`src/rtl/uart_v2_rx_pkg.sv`:
```
// Shared definitions for the uart_v2 receive path: frame geometry and FSM state codes.
package uart_v2_rx_pkg;

    localparam int SAMPLES_PER_BIT = 4;
    localparam int DATA_BITS       = 8;

    // Phase counts ticks inside a bit; the start bit is judged at its centre, two ticks in.
    localparam logic [1:0] START_CENTRE = 2'd1;
    localparam logic [1:0] BIT_CENTRE   = 2'(SAMPLES_PER_BIT - 1);
    localparam logic [2:0] LAST_BIT     = 3'(DATA_BITS - 1);

    typedef enum logic [2:0] {
        ST_ARM,
        ST_IDLE,
        ST_START,
        ST_DATA,
        ST_STOP,
        ST_BREAK
    } rx_state_t;

endpackage

```
`src/rtl/uart_sample_tick.sv`:
```
// Free-running sysclk divider producing a one-cycle oversample tick every CLKS_PER_SAMPLE cycles.
module uart_sample_tick #(
    parameter int CLKS_PER_SAMPLE = 109
) (
    input  logic sysclk,
    input  logic sysreset,
    output logic tick
);

    localparam int CW = (CLKS_PER_SAMPLE > 1) ? $clog2(CLKS_PER_SAMPLE) : 1;
    localparam logic [CW-1:0] CNT_MAX = CW'(CLKS_PER_SAMPLE - 1);

    logic [CW-1:0] cnt;

    always_ff @(posedge sysclk) begin
        if (sysreset) begin
            cnt <= '0;
        end else if (cnt == CNT_MAX) begin
            cnt <= '0;
        end else begin
            cnt <= cnt + 1'b1;
        end
    end

    assign tick = (cnt == CNT_MAX);

endmodule

```
`src/rtl/uart_v2_rx.sv`:
```
// 8N1 LSB-first UART receiver, 4x oversampled, with a single-byte holding register for the MCU.
module uart_v2_rx
    import uart_v2_rx_pkg::*;
#(
    parameter int CLKS_PER_SAMPLE = 109,
    parameter int SYNC_STAGES     = 2
) (
    input  logic       sysclk,
    input  logic       sysreset,
    input  logic       rx_line,
    input  logic       rx_ack,
    output logic [7:0] parallel_out,
    output logic       rx_valid,
    output logic       overrun_err,
    output logic       framing_err
);

    logic tick;

    uart_sample_tick #(
        .CLKS_PER_SAMPLE(CLKS_PER_SAMPLE)
    ) u_sample_tick (
        .sysclk  (sysclk),
        .sysreset(sysreset),
        .tick    (tick)
    );

    // Synchronizer resets to idle-high so a reset never looks like a start edge.
    logic [SYNC_STAGES-1:0] sync;
    logic                   s;

    always_ff @(posedge sysclk) begin
        if (sysreset) begin
            sync <= '1;
        end else begin
            sync <= {sync[SYNC_STAGES-2:0], rx_line};
        end
    end

    assign s = sync[SYNC_STAGES-1];

    rx_state_t  state, state_n;
    logic [1:0] phase, phase_n;
    logic [2:0] bit_idx, bit_n;
    logic [7:0] shreg, shreg_n;
    logic       complete;

    always_ff @(posedge sysclk) begin
        if (sysreset) begin
            state   <= ST_ARM;
            phase   <= '0;
            bit_idx <= '0;
        end else begin
            state   <= state_n;
            phase   <= phase_n;
            bit_idx <= bit_n;
        end
    end

    always_ff @(posedge sysclk) begin
        shreg <= shreg_n;
    end

    always_comb begin
        state_n  = state;
        phase_n  = phase;
        bit_n    = bit_idx;
        shreg_n  = shreg;
        complete = 1'b0;
        if (tick) begin
            case (state)
                ST_ARM: begin
                    if (s) state_n = ST_IDLE;
                end
                ST_IDLE: begin
                    if (!s) begin
                        state_n = ST_START;
                        phase_n = '0;
                    end
                end
                ST_START: begin
                    if (phase == START_CENTRE) begin
                        state_n = s ? ST_IDLE : ST_DATA;
                        phase_n = '0;
                        bit_n   = '0;
                    end else begin
                        phase_n = phase + 1'b1;
                    end
                end
                ST_DATA: begin
                    if (phase == BIT_CENTRE) begin
                        shreg_n = {s, shreg[7:1]};
                        phase_n = '0;
                        bit_n   = bit_idx + 1'b1;
                        if (bit_idx == LAST_BIT) state_n = ST_STOP;
                    end else begin
                        phase_n = phase + 1'b1;
                    end
                end
                ST_STOP: begin
                    // A low stop bit parks in BREAK so a held-low line flags only once.
                    if (phase == BIT_CENTRE) begin
                        complete = 1'b1;
                        state_n  = s ? ST_IDLE : ST_BREAK;
                        phase_n  = '0;
                    end else begin
                        phase_n = phase + 1'b1;
                    end
                end
                ST_BREAK: begin
                    if (s) state_n = ST_IDLE;
                end
                default: state_n = ST_ARM;
            endcase
        end
    end

    // An ack coinciding with a completion retires the old byte and admits the new one.
    always_ff @(posedge sysclk) begin
        if (sysreset) begin
            parallel_out <= '0;
            rx_valid     <= 1'b0;
            overrun_err  <= 1'b0;
            framing_err  <= 1'b0;
        end else if (complete) begin
            if (!rx_valid || rx_ack) begin
                parallel_out <= shreg;
                rx_valid     <= 1'b1;
                framing_err  <= !s;
                overrun_err  <= 1'b0;
            end else begin
                overrun_err <= 1'b1;
            end
        end else if (rx_ack) begin
            rx_valid    <= 1'b0;
            overrun_err <= 1'b0;
            framing_err <= 1'b0;
        end
    end

endmodule

```
`config.mk`:
```
export PLATFORM = sky130hd
export DESIGN_NAME = uart_v2_rx
export DESIGN_NICKNAME = d
export VERILOG_FILES = /design/src/rtl/uart_v2_rx_pkg.sv /design/src/rtl/uart_sample_tick.sv /design/src/rtl/uart_v2_rx.sv
export SDC_FILE = /design/constraint.sdc
export NUM_CORES = 1
export LEC_CHECK = 0
export CORE_ASPECT_RATIO = 1.2
export CORE_MARGIN = 1.5
export CORE_UTILIZATION = 60
export DETAILED_ROUTE_END_ITERATION = 6
export PLACE_DENSITY = 0.83
export SETUP_SLACK_MARGIN = 0.02
export SYNTH_ARGS = -nofsm -noshare
export SYNTH_HDL_FRONTEND = slang
export SYNTH_HIERARCHICAL = 1
export SYNTH_SLANG_ARGS = --single-unit
```
`constraint.sdc`:
```
create_clock -name sysclk -period 3.3 [get_ports sysclk]
set_input_delay 0.495 -clock sysclk [delete_from_list [all_inputs] [get_ports sysclk]]
set_output_delay 0.495 -clock sysclk [all_outputs]
set_load 0.1 [all_outputs]
```
==> results.py <==
metrics = {
    "place": {
        "place_area_sq_um": 1780,
        "dp_hpwl_microns": 2190,
        "pre_cts_ws_ns": 1.30,
        "io_buffer_count": 14,
        "dp.cells": 207,
        "routabilityCongestion": 0.886,
    },
    "worst_setup_path": {
        "timing.rr.start": "u_sample_tick/cnt[0]",
        "ff2ff_setup_slack_ns": 1.26,
        "path_buf_inv": 1,
        "critPathLaunchType": "register",
        "path_max_fanout": 4,
        "rr_endpoint": "parallel_out[2]",
        "cp_top_family": "buffers and inverters",
        "path_cells": "clkdlybuf4s50_1",
        "worst_ep_arrival_time_ns": 1.85,
        "cp.required_ns": 2.80,
        "slowest_stage": "clkdlybuf4s50_1",
        "ff2ff_path_depth": 9,
        "crit_path_end_kind": "output pin",
        "max_stage_delay_ns": 1.14,
        "crit_type": "reg2out",
    },
    "sta": {
        "rsz0062_at_grt": "no",
        "slew_headroom": 0.338,
        "max_freq_ghz": 0.427,
        "fin_tns_setup_ns": 0,
        "skew_ns": 0.00765,
        "period_needed_ns": 2.34,
        "finalWorstSetupSlack_ns": 0.956,
        "period_share": 0.710,
        "timing_hold_violations_final": 0,
        "worst_pin_slew_ns": 0.989,
        "setup_violations": 0,
        "whs_ns": 0.418,
        "drv_slew": 0,
    },
    "yosys": {
        "synth_nets": 176,
        "async_flop_share": 0,
        "synthCells": 164,
        "postSynthAreaPerCell_sq_um": 9.82,
        "synth-seq-cells": 36,
        "seq_area_frac_synth": 0.497,
        "synth_warnings": 6,
        "ys_types": 38,
        "synth_ff_type": "dfxtp_1",
        "synth_edf_count": 8,
        "synth.cell_area_sq_um": 1610,
    },
    "floorplan": {
        "core_area_sq_um": 2550,
        "die-area_sq_um": 3000,
        "floorplan.initialDensity": 0.631,
        "io_pins": 15,
        "die_width_microns": 50.3,
        "rows": 20,
        "die_h_microns": 59.8,
    },
    "routing": {
        "wl_microns": 2980,
        "dr.pass1.iters": 4,
        "wl_per_cell_microns": 13.8,
        "ant_nets": 0,
        "via_count": 1215,
        "routed_via_density": 5.65,
        "drc_errors": 0,
        "drt_iter0_markers": 34,
    },
    "layout": {
        "final_area_sq_um": 1830,
        "layout_commonest_cell": "dfxtp_1",
        "fin_util": 0.715,
        "drive_gt1_frac": 0.0604,
        "layout_common_cells": "dfxtp_1, nor2_1, clkdlybuf4s50_1",
        "syn_to_final_growth_pct": 13.4,
        "nets": 193,
        "antennaDiodeCount": 0,
        "stdcell_count": 215,
    },
    "power_and_ir_drop": {
        "pwr-share-seq": 0.659,
        "p_clk_frac": 0.307,
        "p_switching_mw": 0.152,
        "swShare": 0.219,
        "power.internal_mw": 0.541,
        "p_per_area_nw_per_um2": 380,
        "combinationalPowerShare": 0.034,
        "p_leak_nw": 0.648,
        "irDropWorstVdd_mv": 0.277,
        "p_total_mw": 0.693,
    },
    "cts": {
        "postCtsSetupRepairBufs": 0,
        "htree_levels": 2,
        "clk_latency_ns": 0.33,
        "clock_tree.root_cell": "clkbuf_4",
        "numClockSinks": 36,
        "cts_buffer_depth": 2,
        "tritoncts": "built",
        "numCtsBuffers": 5,
        "cts.reportedPaths.clkPinSlew_ns": 0.10,
        "cts-resized-gates": 0,
        "cts_hold_buffers": 0,
    },
    "hold_path": {
        "whs_path_depth": 1,
        "hold_class": "reg2reg",
        "min_from": "sync[0]",
        "min_delay_worst_endpoint": "sync[1]",
    },
    "global_routing": {
        "grt_max_degree": 17,
        "globalRouteMet3Util": 0.0600,
        "grt_util_met1": 0.237,
        "grt_overflow": 0,
        "busiest_layer": "met2",
        "grt_use_met2": 0.395,
        "track_usage": 0.225,
        "grt_pass1_wl_microns": 4910,
        "antenna_found_initial": 0,
        "grt_pass1_vias": 1143,
    },
    "run": {
        "maxCapViolations": 0,
    },
    "status": {
        "status": "finished, final reports clean",
    },
}
==> power groups by stage <==
stage	logic, mW	clock network [mW]	registers, mW
4_1_cts	0.0236	0.218	0.456
2_1_floorplan	0.0143	0	0.465
6_report	0.0236	0.213	0.456
3_3_place_gp	0.0217	0	0.466
5_1_grt	0.0268	0.238	0.457
3_5_place_dp	0.0235	0	0.466
==> worst max-delay path by stage <==
stage / from / to / slack, ns / cells past startpoint
6_report: rx_valid / rx_valid / 0.96 / 1
5_1_grt: rx_valid / rx_valid / 0.88 / 1
4_1_cts: rx_valid / rx_valid / 0.94 / 1
3_5_place_dp: u_sample_tick/cnt[0] / shreg[7] / 1.30 / 6
3_3_place_gp: rx_valid / rx_valid / 1.33 / 1
2_1_floorplan: rx_valid / parallel_out[0] / 1.56 / 5
==> cell usage after synthesis, types with 3 or more instances <==
cell type / instances / area, sq um
nand3_1: 3 / 15.0
o21ai_0: 8 / 40.0
nor2b_1: 5 / 31.3
nand2_1: 11 / 41.3
edfxtp_1: 8 / 240
dfxtp_1: 28 / 561
or3_1: 6 / 37.5
inv_1: 10 / 37.5
buf_2: 3 / 15.0
nor3_1: 4 / 20.0
ha_1: 8 / 100
nor2_1: 19 / 71.3
mux2i_1: 11 / 110
a31oi_1: 3 / 18.8
xor2_1: 3 / 26.3
a21oi_1: 8 / 40.0
==> sequential cells by signal, indices dropped and copies added, names as in the netlist <==
register           count
overrun_err            1
state                  3
framing_err            1
rx_valid               1
parallel_out           8
bit_idx                3
shreg                  8
phase                  2
sync                   2
u_sample_tick/cnt      7
==> kinds of logic after synthesis <==
| family | count (synthesis) | synth area share |
|---|---|---|
| XOR/XNOR | 4 | 0.0218 |
| flip-flops | 36 | 0.497 |
| buffers and inverters | 16 | 0.0420 |
| multiplexers | 12 | 0.0754 |
| AO/OA/AOI/OAI | 29 | 0.117 |
| AND/OR/NAND/NOR | 59 | 0.185 |
| adder cells (fa/ha/maj) | 8 | 0.0622 |
==> layer usage <==
| metal | share of wire | wire length [microns] | up-vias |
|---|---|---|---|
| li1 | - | - | 601 |
| met1 | 0.42 | 1260 | 582 |
| met2 | 0.52 | 1550 | 24 |
| met3 | 0.033 | 98 | 8 |
| met4 | 0.025 | 74 | 0 |
| met5 | 0 | 0 | - |
==> cell type report <==
cell class / count / area, sq um
Clock buffer: 6 / 41.3
Clock inverter: 2 / 7.51
Fill cell: 209 / 727
Inverter: 10 / 37.5
Multi-Input combinational cell: 112 / 742
Sequential cell: 36 / 801
Tap cell: 33 / 41.3
Timing Repair Buffer: 16 / 155
(Power assumes the default switching activity.)
